$ cat src/rtl/adder_arbiter_pkg.sv
// adder_arbiter_pkg: shared constants for the two-port adder sequencer.
// State encoding, port ids, word width, and the carry-out helper used on
// both adder passes.
package adder_arbiter_pkg;

  localparam int WORD_W = 32;

  typedef enum logic [1:0] {
    ST_IDLE = 2'd0,
    ST_LO   = 2'd1,
    ST_HI   = 2'd2,
    ST_RESP = 2'd3
  } state_t;

  localparam logic PORT0 = 1'b0;
  localparam logic PORT1 = 1'b1;

  // Carry out of the top bit of a pass, rebuilt from the adder-input MSBs
  // and the sum MSB (cla32 only returns the sum).
  function automatic logic carry_out(input logic a, input logic b, input logic s);
    return (a & b) | ((a ^ b) & ~s);
  endfunction

endpackage

$ cat src/rtl/adder_arbiter_grant.sv
// adder_arbiter_grant: two-input grant with a last-granted flop.
// RR=1 alternates on contention; RR=0 always favours port 0.
// The flop resets to "last = port 1" so the first contended grant is port 0.
module adder_arbiter_grant
  import adder_arbiter_pkg::*;
#(
  parameter bit RR = 1'b1
) (
  input  logic clk,
  input  logic clrn,
  input  logic req0,
  input  logic req1,
  input  logic update,
  output logic gnt0,
  output logic gnt1
);

  logic last;
  logic pick1;

  // Remember which port won the most recent accepted request
  always_ff @(posedge clk or negedge clrn) begin
    if (!clrn) last <= PORT1;
    else if (update) last <= gnt1;
  end

  // One-hot grant: a lone requester wins, contention resolved by RR mode
  always_comb begin
    pick1 = RR ? ~last : 1'b0;
    gnt1  = req1 & (~req0 | pick1);
    gnt0  = req0 & ~gnt1;
  end

endmodule

$ cat src/rtl/cla32.sv
// cla32: 32-bit carry-lookahead adder, sum only.
// Eight 4-bit lookahead groups; the group carry chains between groups.
module cla32 (
  input  logic [31:0] a,
  input  logic [31:0] b,
  input  logic        ci,
  output logic [31:0] s
);

  logic [31:0] g;
  logic [31:0] p;
  logic [31:0] c;
  logic [3:0]  gg;
  logic [3:0]  pp;
  logic        cg;

  assign g = a & b;
  assign p = a ^ b;

  // Per-bit carries from 4-bit lookahead groups with a rippled group carry
  always_comb begin
    c  = '0;
    gg = '0;
    pp = '0;
    cg = ci;
    for (int k = 0; k < 8; k++) begin
      gg = g[4*k +: 4];
      pp = p[4*k +: 4];
      c[4*k]     = cg;
      c[4*k + 1] = gg[0] | (pp[0] & cg);
      c[4*k + 2] = gg[1] | (pp[1] & gg[0]) | (pp[1] & pp[0] & cg);
      c[4*k + 3] = gg[2] | (pp[2] & gg[1]) | (pp[2] & pp[1] & gg[0])
                 | (pp[2] & pp[1] & pp[0] & cg);
      cg = gg[3] | (pp[3] & gg[2]) | (pp[3] & pp[2] & gg[1])
         | (pp[3] & pp[2] & pp[1] & gg[0]) | ((&pp) & cg);
    end
  end

  assign s = p ^ c;

endmodule

$ cat src/rtl/adder_arbiter.sv
// adder_arbiter: shares one cla32 between an integer unit (port 0) and the
// FPU mantissa path (port 1). 32-bit ops take one adder pass, 64-bit ops
// take two (low word, then high word with the low-pass carry).
// Optional macro ADDARB_SUB_EN adds rN_sub ports for subtraction
// (b inverted, low-pass carry-in 1, rsp_co=1 means no borrow).
//
// Handshake: a request moves when rN_valid && rN_ready on a rising edge;
// only the granted port sees ready, and only in IDLE after reset has been
// released for one edge. rsp_valid rises on the edge that enters RESP
// (second cycle after accept for 32-bit, third for 64-bit) and holds
// rsp_id/rsp_s/rsp_co stable until rsp_ready is sampled high.
module adder_arbiter
  import adder_arbiter_pkg::*;
#(
  parameter bit RR = 1'b1
) (
  input  logic        clk,
  input  logic        clrn,
  input  logic        r0_valid,
  output logic        r0_ready,
  input  logic [63:0] r0_a,
  input  logic [63:0] r0_b,
  input  logic        r0_dw,
`ifdef ADDARB_SUB_EN
  input  logic        r0_sub,
  input  logic        r1_sub,
`endif
  input  logic        r1_valid,
  output logic        r1_ready,
  input  logic [63:0] r1_a,
  input  logic [63:0] r1_b,
  input  logic        r1_dw,
  output logic        rsp_valid,
  input  logic        rsp_ready,
  output logic        rsp_id,
  output logic [63:0] rsp_s,
  output logic        rsp_co,
  output logic [1:0]  dbg_state
);

  state_t state;
  state_t state_nxt;

  logic        rst_done;
  logic        gnt0;
  logic        gnt1;
  logic        accept;

  logic [63:0] op_a;
  logic [63:0] op_b;
  logic        op_dw;
  logic        op_id;
  logic        op_sub;

  logic [WORD_W-1:0] s_lo;
  logic              c31;

  logic [WORD_W-1:0] add_a;
  logic [WORD_W-1:0] add_b_raw;
  logic [WORD_W-1:0] add_b;
  logic [WORD_W-1:0] add_s;
  logic              add_ci;
  logic              add_co;

  adder_arbiter_grant #(.RR(RR)) u_grant (
    .clk    (clk),
    .clrn   (clrn),
    .req0   (r0_valid),
    .req1   (r1_valid),
    .update (accept),
    .gnt0   (gnt0),
    .gnt1   (gnt1)
  );

  cla32 u_cla32 (
    .a  (add_a),
    .b  (add_b),
    .ci (add_ci),
    .s  (add_s)
  );

  assign add_co    = carry_out(add_a[WORD_W-1], add_b[WORD_W-1], add_s[WORD_W-1]);
  assign accept    = (r0_valid & r0_ready) | (r1_valid & r1_ready);
  assign dbg_state = state;

  // Readies stay low until the first edge after reset release
  always_ff @(posedge clk or negedge clrn) begin
    if (!clrn) rst_done <= 1'b0;
    else rst_done <= 1'b1;
  end

  // State register
  always_ff @(posedge clk or negedge clrn) begin
    if (!clrn) state <= ST_IDLE;
    else state <= state_nxt;
  end

  // Next-state: IDLE -> LO -> (HI if 64-bit) -> RESP -> IDLE on rsp_ready
  always_comb begin
    state_nxt = state;
    case (state)
      ST_IDLE: if (accept) state_nxt = ST_LO;
      ST_LO:   state_nxt = op_dw ? ST_HI : ST_RESP;
      ST_HI:   state_nxt = ST_RESP;
      ST_RESP: if (rsp_ready) state_nxt = ST_IDLE;
      default: state_nxt = ST_IDLE;
    endcase
  end

  // Outputs/adder steering: grant-gated readies, word select, sub inversion
  always_comb begin
    r0_ready  = rst_done & (state == ST_IDLE) & gnt0;
    r1_ready  = rst_done & (state == ST_IDLE) & gnt1;
    add_a     = (state == ST_HI) ? op_a[63:32] : op_a[31:0];
    add_b_raw = (state == ST_HI) ? op_b[63:32] : op_b[31:0];
    add_b     = op_sub ? ~add_b_raw : add_b_raw;
    add_ci    = (state == ST_HI) ? c31 : op_sub;
  end

`ifdef ADDARB_SUB_EN
  // Latch the subtract flag of the accepted request
  always_ff @(posedge clk or negedge clrn) begin
    if (!clrn) op_sub <= 1'b0;
    else if (state == ST_IDLE && accept) op_sub <= r1_ready ? r1_sub : r0_sub;
  end
`else
  assign op_sub = 1'b0;
`endif

  // Operand capture, pass results and the registered response
  always_ff @(posedge clk or negedge clrn) begin
    if (!clrn) begin
      op_a      <= '0;
      op_b      <= '0;
      op_dw     <= 1'b0;
      op_id     <= PORT0;
      s_lo      <= '0;
      c31       <= 1'b0;
      rsp_valid <= 1'b0;
      rsp_id    <= PORT0;
      rsp_s     <= '0;
      rsp_co    <= 1'b0;
    end else begin
      case (state)
        ST_IDLE: begin
          if (accept) begin
            op_a  <= r1_ready ? r1_a : r0_a;
            op_b  <= r1_ready ? r1_b : r0_b;
            op_dw <= r1_ready ? r1_dw : r0_dw;
            op_id <= r1_ready ? PORT1 : PORT0;
          end
        end
        ST_LO: begin
          s_lo <= add_s;
          c31  <= add_co;
          if (!op_dw) begin
            rsp_s     <= {32'b0, add_s};
            rsp_co    <= add_co;
            rsp_id    <= op_id;
            rsp_valid <= 1'b1;
          end
        end
        ST_HI: begin
          rsp_s     <= {add_s, s_lo};
          rsp_co    <= add_co;
          rsp_id    <= op_id;
          rsp_valid <= 1'b1;
        end
        ST_RESP: begin
          if (rsp_ready) rsp_valid <= 1'b0;
        end
        default: ;
      endcase
    end
  end

endmodule

$ cat config.mk
export PLATFORM = sky130hd
export DESIGN_NAME = adder_arbiter
export DESIGN_NICKNAME = d
export VERILOG_FILES = /design/src/rtl/adder_arbiter_pkg.sv /design/src/rtl/adder_arbiter_grant.sv /design/src/rtl/cla32.sv /design/src/rtl/adder_arbiter.sv
export SDC_FILE = /design/constraint.sdc
export NUM_CORES = 1
export LEC_CHECK = 0
export BUFFER_PORTS_ARGS = -buffer_cell sky130_fd_sc_hd__buf_2
export CORE_MARGIN = 2
export CORE_UTILIZATION = 40
export DETAILED_ROUTE_END_ITERATION = 8
export SYNTH_ARGS = -nofsm -noshare
export SYNTH_HDL_FRONTEND = slang
export SYNTH_SLANG_ARGS = --single-unit
$ cat constraint.sdc
create_clock -name clk -period 5.1 [get_ports clk]
set_clock_uncertainty 0.1 [all_clocks]
set_input_delay 0.765 -clock clk [delete_from_list [all_inputs] [get_ports clk]]
set_output_delay 0.765 -clock clk [all_outputs]
set_load 0.02 [all_outputs]
==> results.md, run 1 <==
- Outcome: complete, no violations
- Yosys warnings: 0
- Worst Tran Pin Value: approximately 1.1 ns
- Iteration-0 DRC Markers: 574
- I/O Pins: approximately 330
- DR pass1 iterations: 4
- Clk root buf: clkbuf_16
- CTS Buf Count: 26
- Post_cts resized: 0
- GP Congestion: 0.822
- Global-route wire length before repair: around 55000 microns
- Routed wire per std cell: approximately 19 microns
- Crit. End Element: flip-flop
- # H-tree levels: 1
- Synthesized instance count: 1181
- RSZ-0062 raised after global routing: false
- Share of layout cells above drive strength 1: 32.9%
- Critical path's slowest cell: fa_1
- Gr usage total: 21.2%
- Clock share of power: 16.4%
- Count of final hold-check violations: 0
- Synth cell count leaders: dfrtp_1, nand2_1, o21ai_0
- Reg power frac: 28.7%
- Synth Flop Type: dfrtp_1
- Slew headroom: between 20% and 30%
- Max-slew violations: 0
- Setup crit start kind: flip-flop
- Max IR drop VDD: 0.275 mV
- Die Y: 180 microns
- MaxCap Viol Count: 0
- Sw Share: 43.4%
- Initial antenna violation count: 2
- Post-DP HPWL: ~26000 microns
- DRC Markers: 0
- Leakage power: 0.00698 uW
- Worst hold margin: 0.187 ns
- Clock Latency Late Sink: 0.53 ns
- Total power: 11600 uW
- Async set-or-reset flop fraction in the synthesized netlist: 100%
- Final net count: 1789
- Worst Setup SP: dbg_state[0]$_DFFE_PN0P_
- FF-to-FF setup slack: just over 0.4 ns
- CTS tree: built
- Vias per cell: 5.09
- WP data arrival: roughly 5.0 ns
- Number of synthesized flops with an enable pin: 0
- Synth area leader: dfrtp_1
- Starting density of the core: 40.4%
- Die X: 180 microns
- FF+latch count, synth: 234
- Combinational Power Share: 54.9%
- Crit-path cells: inv_1, ha_4, buf_16, mux2_2, ha_1, nand4_1, a21oi_1, o21ai_0, nand4b_4, inv_2, a211oi_1, or2_2, a21o_1, a21oi_1, fa_1, xnor2_1, mux2i_1, o21ai_0
- Buffers on Ports: 333
- Post-DRT Antenna Nets: 0
- RR Endpoint: rsp_s[25]$_DFFE_PN0P_
- Setup violators final: 0
- Post-layout minimum cycle time: ~4.7 ns
- CTS clock-pin slew for the worst setup and hold paths: 0.06 ns
- Die area: 32300 sq um
- Min-Delay Path Class: in -> async
- CP peak stage delay: 0.45 ns
- Fillers: 2866
- Worst reg-to-reg path cell count: 18
- Layout area overhead: 24.2%
- Dominant cell by count in the synthesized netlist: dfrtp_1
- Rows: 64
- Total Routed Length: 35100 microns
- Setup Total Neg Slack: 0 ns
- Vias in the first global route: 9795
- PD cells: 755 nW/um^2
- Total congestion overflow: 0
- Largest net degree at the start of global routing: approximately 140
- CTS max path bufs: 3
- Syn_area_per_cell: 10.4 sq um
- Register area share after synthesis: between 40% and 50%
- Reg2reg start: dbg_state[0]$_DFFE_PN0P_
- Peak Freq: 0.213 GHz
- CP endpoint: rsp_s[25]$_DFFE_PN0P_
- Cell family with most CP delay: adder cells
- Largest cells by area after synthesis: dfrtp_1, mux2i_1, mux2_2
- Syn Nets: 1489
- Crit path max fanout: 22
- Crit path buf inv count: 3
- Library cells used by synthesis: 61
- CP required: 5.44 ns
- Yosys top cell area share: between 40% and 50%
- Vias: ~9700
- Post-synthesis cell area: approximately 12000 sq um
- Setup CP Type: reg -> reg
- Core area: a little over 30000 sq um
- Psw: 5020 uW
- Cell internal pwr: approximately 6600 uW
- Crit path depth: 18
- CTS sink count: 234
- Final period util: between 90% and 100%
[what timing repair did]
item / 4_1_cts / 5_1_grt
setup endpoints to repair: 0 / 2
hold buffers: 0 / 0
buffers inserted: 0 / 1
[through the flow]
stage	std cells	area, sq um	setup slack, ns	utilization, %
after global placement	1848	14400	0.438	47.3
after floorplan	1181	12300	0.447	-
after detailed placement	1848	14400	0.296	47.3
after CTS	1894	15300	0.289	50.1
final	1897	15300	0.411	50.2
after global routing	1896	15300	0.0988	50.2
[worst reg2reg max path, cell delays in order, from the launching register on]
cell	delay [ns]
dfrtp_1	0.41
inv_1	0.18
ha_4	0.41
buf_16	0.22
mux2_2	0.36
ha_1	0.33
nand4_1	0.11
a21oi_1	0.31
o21ai_0	0.26
nand4b_4	0.20
inv_2	0.08
a211oi_1	0.26
or2_2	0.18
a21o_1	0.11
a21oi_1	0.08
fa_1	0.45
xnor2_1	0.27
mux2i_1	0.13
o21ai_0	0.16
[cell usage in the layout, fill, tap and decap left out, types with 13 or more instances in the layout]
master and instances:
nand3_1 13, nor2_1 27, buf_2 332, ha_1 34, xnor2_1 16, dfrtp_1 233, inv_1 30, a22o_1 22
o21ai_0 174, a21oi_1 27, nand2_1 184, mux2i_1 161, mux2_2 83, clkbuf_16 26
[worst min path at each step]
stage	to	start	depth (start not counted)
after detailed placement	rsp_s[3]$_DFFE_PN0P_	rsp_s[3]$_DFFE_PN0P_	2
final	rsp_s[2]$_DFFE_PN0P_	clrn	1
after global routing	rsp_s[2]$_DFFE_PN0P_	clrn	1
after floorplan	op_id$_DFFE_PN0P_	op_id$_DFFE_PN0P_	2
after CTS	rsp_s[2]$_DFFE_PN0P_	clrn	1
after global placement	rsp_s[5]$_DFFE_PN0P_	rsp_s[5]$_DFFE_PN0P_	2
[flip-flops by register name, indices dropped and copies added (netlist names)]
signal and count:
s_lo 32, rsp_valid 1, dbg_state 2, op_a 64, rsp_id 1, rst_done 1
op_dw 1, u_grant.last 1, op_id 1, rsp_s 64, c31 1, rsp_co 1
op_b 64
[power by group through the flow]
| stage | clock, uW | sequential [uW] | combinational, uW |
|---|---|---|---|
| after floorplan | 0 | 3380 | 4260 |
| after global placement | 0 | 3360 | 6190 |
| after detailed placement | 0 | 3350 | 6350 |
| after CTS | 1950 | 3330 | 6370 |
| after global routing | 2030 | 3420 | 7040 |
| final | 1900 | 3320 | 6360 |
[logic make-up (layout without fill, tap and decap cells)]
kind of cell | after synthesis | in the layout | share of synthesized area (%)
AO/OA/AOI/OAI | 266 | 266 | 12.8
adder cells (fa/ha/maj) | 45 | 45 | 5.11
flip-flops | 234 | 234 | 47.5
multiplexers | 244 | 244 | 20.6
buffers and inverters | 105 | 423 | 3.25
XOR/XNOR | 19 | 19 | 1.35
AND/OR/NAND/NOR | 267 | 267 | 9.33
other | 1 | 3 | 0.0304
[final cells by class]
type,count,area [sq um],area share [%]
flip-flops and latches,234,5860,38.2
inverters,32,125,0.816
well taps,396,495,3.23
multi-input cells,842,6120,39.9
clock buffers,33,707,4.61
diodes,2,5.00,0.0327
clock inverters,13,158,1.03
repair buffers,345,1860,12.1
[per-layer routing]
metal	global-route usage, %	wire [microns]
met3	3.24	1690
met4	4.78	735
met2	33.7	16100
met5	0	0
met1	30.5	16600
Power figures use the tool's default switching activity.
==> run 2: changes to the inputs <==
- clock period: 5.1 -> 5.89 ns (I/O delays scaled with it)
==> results.md, run 2 (synthesis results as in run 1) <==
- Dpl cells: 1845 (-0.16%)
- Core area: 30500 sq um (unchanged)
- Initial antenna violation count: 2 (unchanged)
- Final net count: 1786 (-0.17%)
- Iteration-0 DRC Markers: 461 (-20%)
- Setup violators final: 0 (unchanged)
- CP required: 6.24 ns (+0.80 ns)
- Top Registers: op_a: 64 flops, op_b: 64 flops, rsp_s: 64 flops
- Vias per cell: 5.11 (+0.43%)
- Max-slew violations: 0 (unchanged)
- DR pass1 iterations: 5 (+1)
- Min-Delay Path Class: in -> async
- CTS Buf Count: 27 (+3.8%)
- Post-layout minimum cycle time: 4.92 ns (+0.233 ns)
- Worst hold margin: 0.242 ns (+0.0549 ns)
- Commonest non-fill, non-tap cell in the layout: buf_2
- Count of final hold-check violations: 0 (unchanged)
- Starting density of the core: 40.4% (unchanged)
- RSZ-0062 raised after global routing: false
- Leakage power: 0.00691 uW (-1.0%)
- Buffers on Ports: 333 (unchanged)
- Die X: 180 microns (unchanged)
- Final cell count without fillers: 1894 (-0.16%)
- Crit. End Element: flip-flop
- Crit path max fanout: 42 (+91%)
- Global-route wire length before repair: 54500 microns (-0.28%)
- Worst Setup SP: dbg_state[0]$_DFFE_PN0P_
- Clk root buf: clkbuf_16
- Peak Freq: 0.203 GHz (-4.7%)
- Outcome: complete, no violations
- Commonest non-fill, non-tap cells in the layout: buf_2, dfrtp_1, nand2_1, o21ai_0, mux2i_1
- Vias: 9686 (+0.27%)
- GP Congestion: 0.801 (-2.5%)
- Total Routed Length: 34600 microns (-1.4%)
- CTS Hold Buffers Added: 0 (unchanged)
- Clock Latency Late Sink: 0.53 ns (about the same)
- PD cells: 651 nW/um^2 (-14%)
- CTS sink count: 234 (unchanged)
- Vias in the first global route: 9698 (-0.99%)
- CTS clock-pin slew for the worst setup and hold paths: 0.06 ns (about the same)
- Slew headroom: 27.8% (+2.8 points)
- Worst reg-to-reg path cell count: 17 (-1)
- Share of layout cells above drive strength 1: 32.3% (-0.60 points)
- Post_cts resized: 0 (unchanged)
- Setup Fix Bufs, Post-CTS: 0 (unchanged)
- Setup CP Type: reg -> reg
- CTS max path bufs: 3 (unchanged)
- Gr usage total: 21.0% (-0.11 points)
- Reg2reg start: dbg_state[0]$_DFFE_PN0P_
- MaxCap Viol Count: 0 (unchanged)
- Max IR drop VDD: 0.249 mV (-9.5%)
- Setup Total Neg Slack: 0 ns (unchanged)
- CTS tree: built
- Area of the multi-input gates: 6120 sq um (unchanged)
- Rows: 64 (unchanged)
- Register area: 5860 sq um (unchanged)
- Layout area overhead: 23.0%
- Final period util: 83.6% (-8.4 points)
- Die area: 32300 sq um (unchanged)
- Largest net degree at the start of global routing: 146 (+2.1%)
- Routed wire per std cell: 18.3 microns (-1.2%)
- # H-tree levels: 1 (unchanged)
- WP data arrival: 5.27 ns (+0.24 ns)
- Die Y: 180 microns (unchanged)
- Worst Tran Pin Value: 1.08 ns (-0.0383 ns)
- Post-DRT Antenna Nets: 0 (unchanged)
- Total congestion overflow: 0 (unchanged)
- FF-to-FF setup slack: 0.97 ns (+0.56 ns)
- Fillers: 2841 (-0.87%)
- Post-DP HPWL: 25700 microns (-2.7%)
- I/O Pins: 334 (unchanged)
- DRC Markers: 0 (unchanged)
- Setup crit start kind: flip-flop
-- run 2: cell types whose count changed in the layout (fill, tap and decap cells not counted) --
cell / before / now
clkinv_2: 7 / 2
clkinvlp_4: 1 / 0
clkinv_8: 1 / 0
clkbuf_16: 26 / 27
clkbuf_8: 3 / 5
buf_4: 5 / 6
bufinv_16: 3 / 0
clkbuf_1: 4 / 11
buf_12: 6 / 2
inv_6: 2 / 3
buf_16: 1 / 0
-- run 2: worst paths after layout --
kind                                    endpoint
max                        rsp_s[24]$_DFFE_PN0P_
min                           rsp_id$_DFFE_PN0P_
max reg2reg                rsp_s[24]$_DFFE_PN0P_
min reg2reg                 rsp_s[5]$_DFFE_PN0P_
max in group asynchronous   op_b[48]$_DFFE_PN0P_
min in group clk            rsp_s[5]$_DFFE_PN0P_
-- run 2: final cells by class --
cell class                      instances  share of cell area [%]
Antenna cell                            2                  0.0330
Clock buffer                           43                    5.18
Clock inverter                          4                   0.181
Inverter                               32                   0.824
Multi-Input combinational cell        842                    40.3
Sequential cell                       234                    38.6
Tap cell                              396                    3.26
Timing Repair Buffer                  341                    11.6
-- run 2: through the flow --
step           area, sq um  util, %  power, uW  setup WS, ns
3_3_place_gp         14400     47.1       8230          1.14
3_5_place_dp         14400     47.1       8350         0.984
6_report             15200     49.7       9880         0.969
5_1_grt              15200     49.7      10700         0.582
2_1_floorplan        12300        -       6610          1.24
4_1_cts              15200     49.7       9950         0.982
-- run 2: layer usage --
layer / track usage, % / routed length, microns / vias up
met2: 33.1 / 15700 / 272
met4: 4.46 / 758 / 0
met5: 0 / 0 / -
li1: - / - / 4747
met1: 30.6 / 16400 / 4617
met3: 3.50 / 1750 / 50
-- run 2: critical path: stages (launching register included) --
cell,delay [ns]
dfrtp_1,0.41
inv_1,0.20
ha_4,0.56
buf_4,0.43
mux2_2,0.39
ha_1,0.36
a21oi_1,0.17
o21bai_1,0.10
a21oi_1,0.31
and2_1,0.23
a211oi_1,0.07
or2_2,0.31
a21o_1,0.18
a21oi_1,0.21
fa_1,0.46
nor2_1,0.12
a21oi_1,0.05
o21ai_0,0.16
-- run 2: report_power, final --
group / internal [uW] / switching (uW) / total (uW)
Combinational: 2250 / 3190 / 5440
Sequential: 2400 / 480 / 2880
Clock: 907 / 652 / 1560
Total: 5550 / 4320 / 9880
==> run 3: changes to the inputs <==
- PLACE_DENSITY: not set -> 0.66
- clock period: 5.89 -> 4.25 ns (I/O delays scaled with it)
==> results.md, run 3 (synthesis results as in run 1) <==
- Worst Tran Pin Value: 1.12 ns (+0.0414 ns)
- Total Routed Length: 35600 microns (+2.7%)
- CP peak stage delay: 0.48 ns (-0.08 ns)
- Crit. End Element: flip-flop
- Iteration-0 DRC Markers: 474 (+2.8%)
- Max IR drop VDD: 0.340 mV (+37%)
- Critical path's slowest cell: fa_1
- Post-DRT Antenna Nets: 0 (unchanged)
- Clock Latency Late Sink: 0.54 ns (about the same)
- Final cell count without fillers: 1937 (+2.3%)
- RSZ-0062 raised after global routing: true
- Routed wire per std cell: 18.4 microns (+0.44%)
- Starting density of the core: 40.4% (unchanged)
- CP required: 4.57 ns (-1.67 ns)
- Cell family with most CP delay: compound AO/OA/AOI/OAI gates
- Layout area overhead: 28.2%
- Core area: 30500 sq um (unchanged)
- Dpl cells: 1874 (+1.6%)
- # H-tree levels: 1 (unchanged)
- Setup CP Type: reg -> reg
- Min-Delay Path Class: in -> async
- Cell internal pwr: 8470 uW (+53%)
- Buffers on Ports: 333 (unchanged)
- PD cells: 931 nW/um^2 (+43%)
- Top Registers: op_a: 64 flops, op_b: 64 flops, rsp_s: 64 flops
- Count of final hold-check violations: 0 (unchanged)
- CTS tree: built
- Max-slew violations: 0 (unchanged)
- FF-to-FF setup slack: 0.13 ns (-0.84 ns)
- Outcome: complete, no violations
- Crit-path cells: inv_2, ha_4, buf_6, buf_16, mux2_2, ha_1, a21o_2, a21oi_2, o21bai_2, a2111oi_4, nor2_2, o41ai_4, o21bai_1, fa_1, mux2_2
- Rows: 64 (unchanged)
- WP data arrival: 4.44 ns (-0.83 ns)
- Worst reg-to-reg path cell count: 15 (-2)
- Initial antenna violation count: 7 (+5)
- Final net count: 1826 (+2.2%)
- Peak Freq: 0.243 GHz (+19%)
- Clock share of power: 16.9% (+1.1 points)
- Crit path buf inv count: 3 (+1)
- CTS Buf Count: 27 (unchanged)
- Vias in the first global route: 10000 (+3.4%)
- Register area: 5860 sq um (about the same)
- CTS sink count: 234 (unchanged)
- Combinational Power Share: 56.2% (+1.1 points)
- Crit path max fanout: 17 (-60%)
- Die area: 32300 sq um (unchanged)
- Post-DP Area: 14600 sq um (+1.9%)
- I/O Pins: 334 (unchanged)
- Total congestion overflow: 0 (unchanged)
- MaxCap Viol Count: 0 (unchanged)
- Die X: 180 microns (unchanged)
- Worst hold margin: 0.0308 ns (-0.211 ns)
- Vias per cell: 5.19 (+1.4%)
- Setup crit start kind: flip-flop
- Post-layout minimum cycle time: 4.12 ns (-0.802 ns)
- Share of layout cells above drive strength 1: 35.5% (+3.2 points)
- DR pass1 iterations: 4 (-1)
- GP Congestion: 0.809 (+1.0%)
- Clk root buf: clkbuf_16
- RR Endpoint: s_lo[31]$_DFFE_PN0P_
- Slew headroom: 25.1% (-2.8 points)
- Die Y: 180 microns (unchanged)
- Gr usage total: 21.3% (+0.21 points)
- CTS max path bufs: 3 (unchanged)
- Setup violators final: 0 (unchanged)
- Reg2reg start: dbg_state[0]$_DFFE_PN0P_
- Vias: 10000 (+3.7%)
- CTS clock-pin slew for the worst setup and hold paths: 0.06 ns (about the same)
- Fillers: 2751 (-3.2%)
- Global-route wire length before repair: 55100 microns (+1.2%)
- Leakage power: 0.00722 uW (+4.4%)
- CTS Hold Buffers Added: 0 (unchanged)
- DRC Markers: 0 (unchanged)
- Reg power frac: 26.9% (-2.2 points)
- Area of the multi-input gates: 6210 sq um (+1.5%)
- Commonest non-fill, non-tap cell in the layout: buf_2
- Commonest non-fill, non-tap cells in the layout: buf_2, dfrtp_1, nand2_1, o21ai_0, mux2i_1
- Final instance area: 15800 sq um (+4.2%)
- Sw Share: 42.5% (-1.3 points)
- Post-DP HPWL: 26200 microns (+1.6%)
- Psw: 6260 uW (+45%)
- Cell mode on critical path: mux2_2
- Final period util: 96.9% (+13 points)
- Largest net degree at the start of global routing: 141 (-3.4%)
-- run 3: worst max-delay path by stage --
stage / start / endpoint / cells past startpoint
floorplan: dbg_state[0]$_DFFE_PN0P_ / s_lo[31]$_DFFE_PN0P_ / 16
global placement: dbg_state[0]$_DFFE_PN0P_ / rsp_s[24]$_DFFE_PN0P_ / 17
detailed placement: dbg_state[0]$_DFFE_PN0P_ / rsp_s[25]$_DFFE_PN0P_ / 19
CTS: dbg_state[0]$_DFFE_PN0P_ / rsp_s[31]$_DFFE_PN0P_ / 16
global route: dbg_state[0]$_DFFE_PN0P_ / rsp_s[24]$_DFFE_PN0P_ / 18
finish: dbg_state[0]$_DFFE_PN0P_ / s_lo[31]$_DFFE_PN0P_ / 15
-- run 3: what timing repair did --
item / CTS / global route
buffers inserted: 3 / 7
pin swaps: 0 / 8
setup endpoints to repair: 8 / 12
resized for setup: 3 / 18
cloned: 0 / 1
-- run 3: power groups by stage --
stage | Sequential [uW] | Combinational (uW) | Clock [uW]
after floorplan | 4050 | 5140 | 0
after global placement | 3990 | 7730 | 0
after detailed placement | 3990 | 7960 | 0
after CTS | 3960 | 8060 | 2530
after global routing | 4080 | 9120 | 2620
final | 3970 | 8280 | 2490
-- run 3: routing by layer --
layer,GRT usage (%),part of all wire [%],routed length [microns]
met2,32.9,45,16200
met1,31.2,48,17100
met4,5.20,2.0,724
met3,3.42,4.3,1530
met5,0,0.15,55
-- run 3: final cells by class --
class	instances	area share (%)
antenna	3	0.0474
tap	396	3.13
multi-input combinational	842	39.3
timing repair buffer	381	13.7
clock buffer	34	4.69
sequential	234	37.0
clock inverter	15	1.34
inverter	32	0.807
-- run 3: through the flow --
stage | setup TNS, ns | total power (uW) | setup slack (ns) | util (%)
after floorplan | 0 | 9200 | 0.0345 | -
after global placement | -0.0286 | 11700 | -0.0286 | 48.0
after detailed placement | -0.326 | 11900 | -0.136 | 48.0
after CTS | 0 | 14600 | 0.0182 | 51.3
after global routing | -0.155 | 15800 | -0.0546 | 51.8
final | 0 | 14700 | 0.130 | 51.9
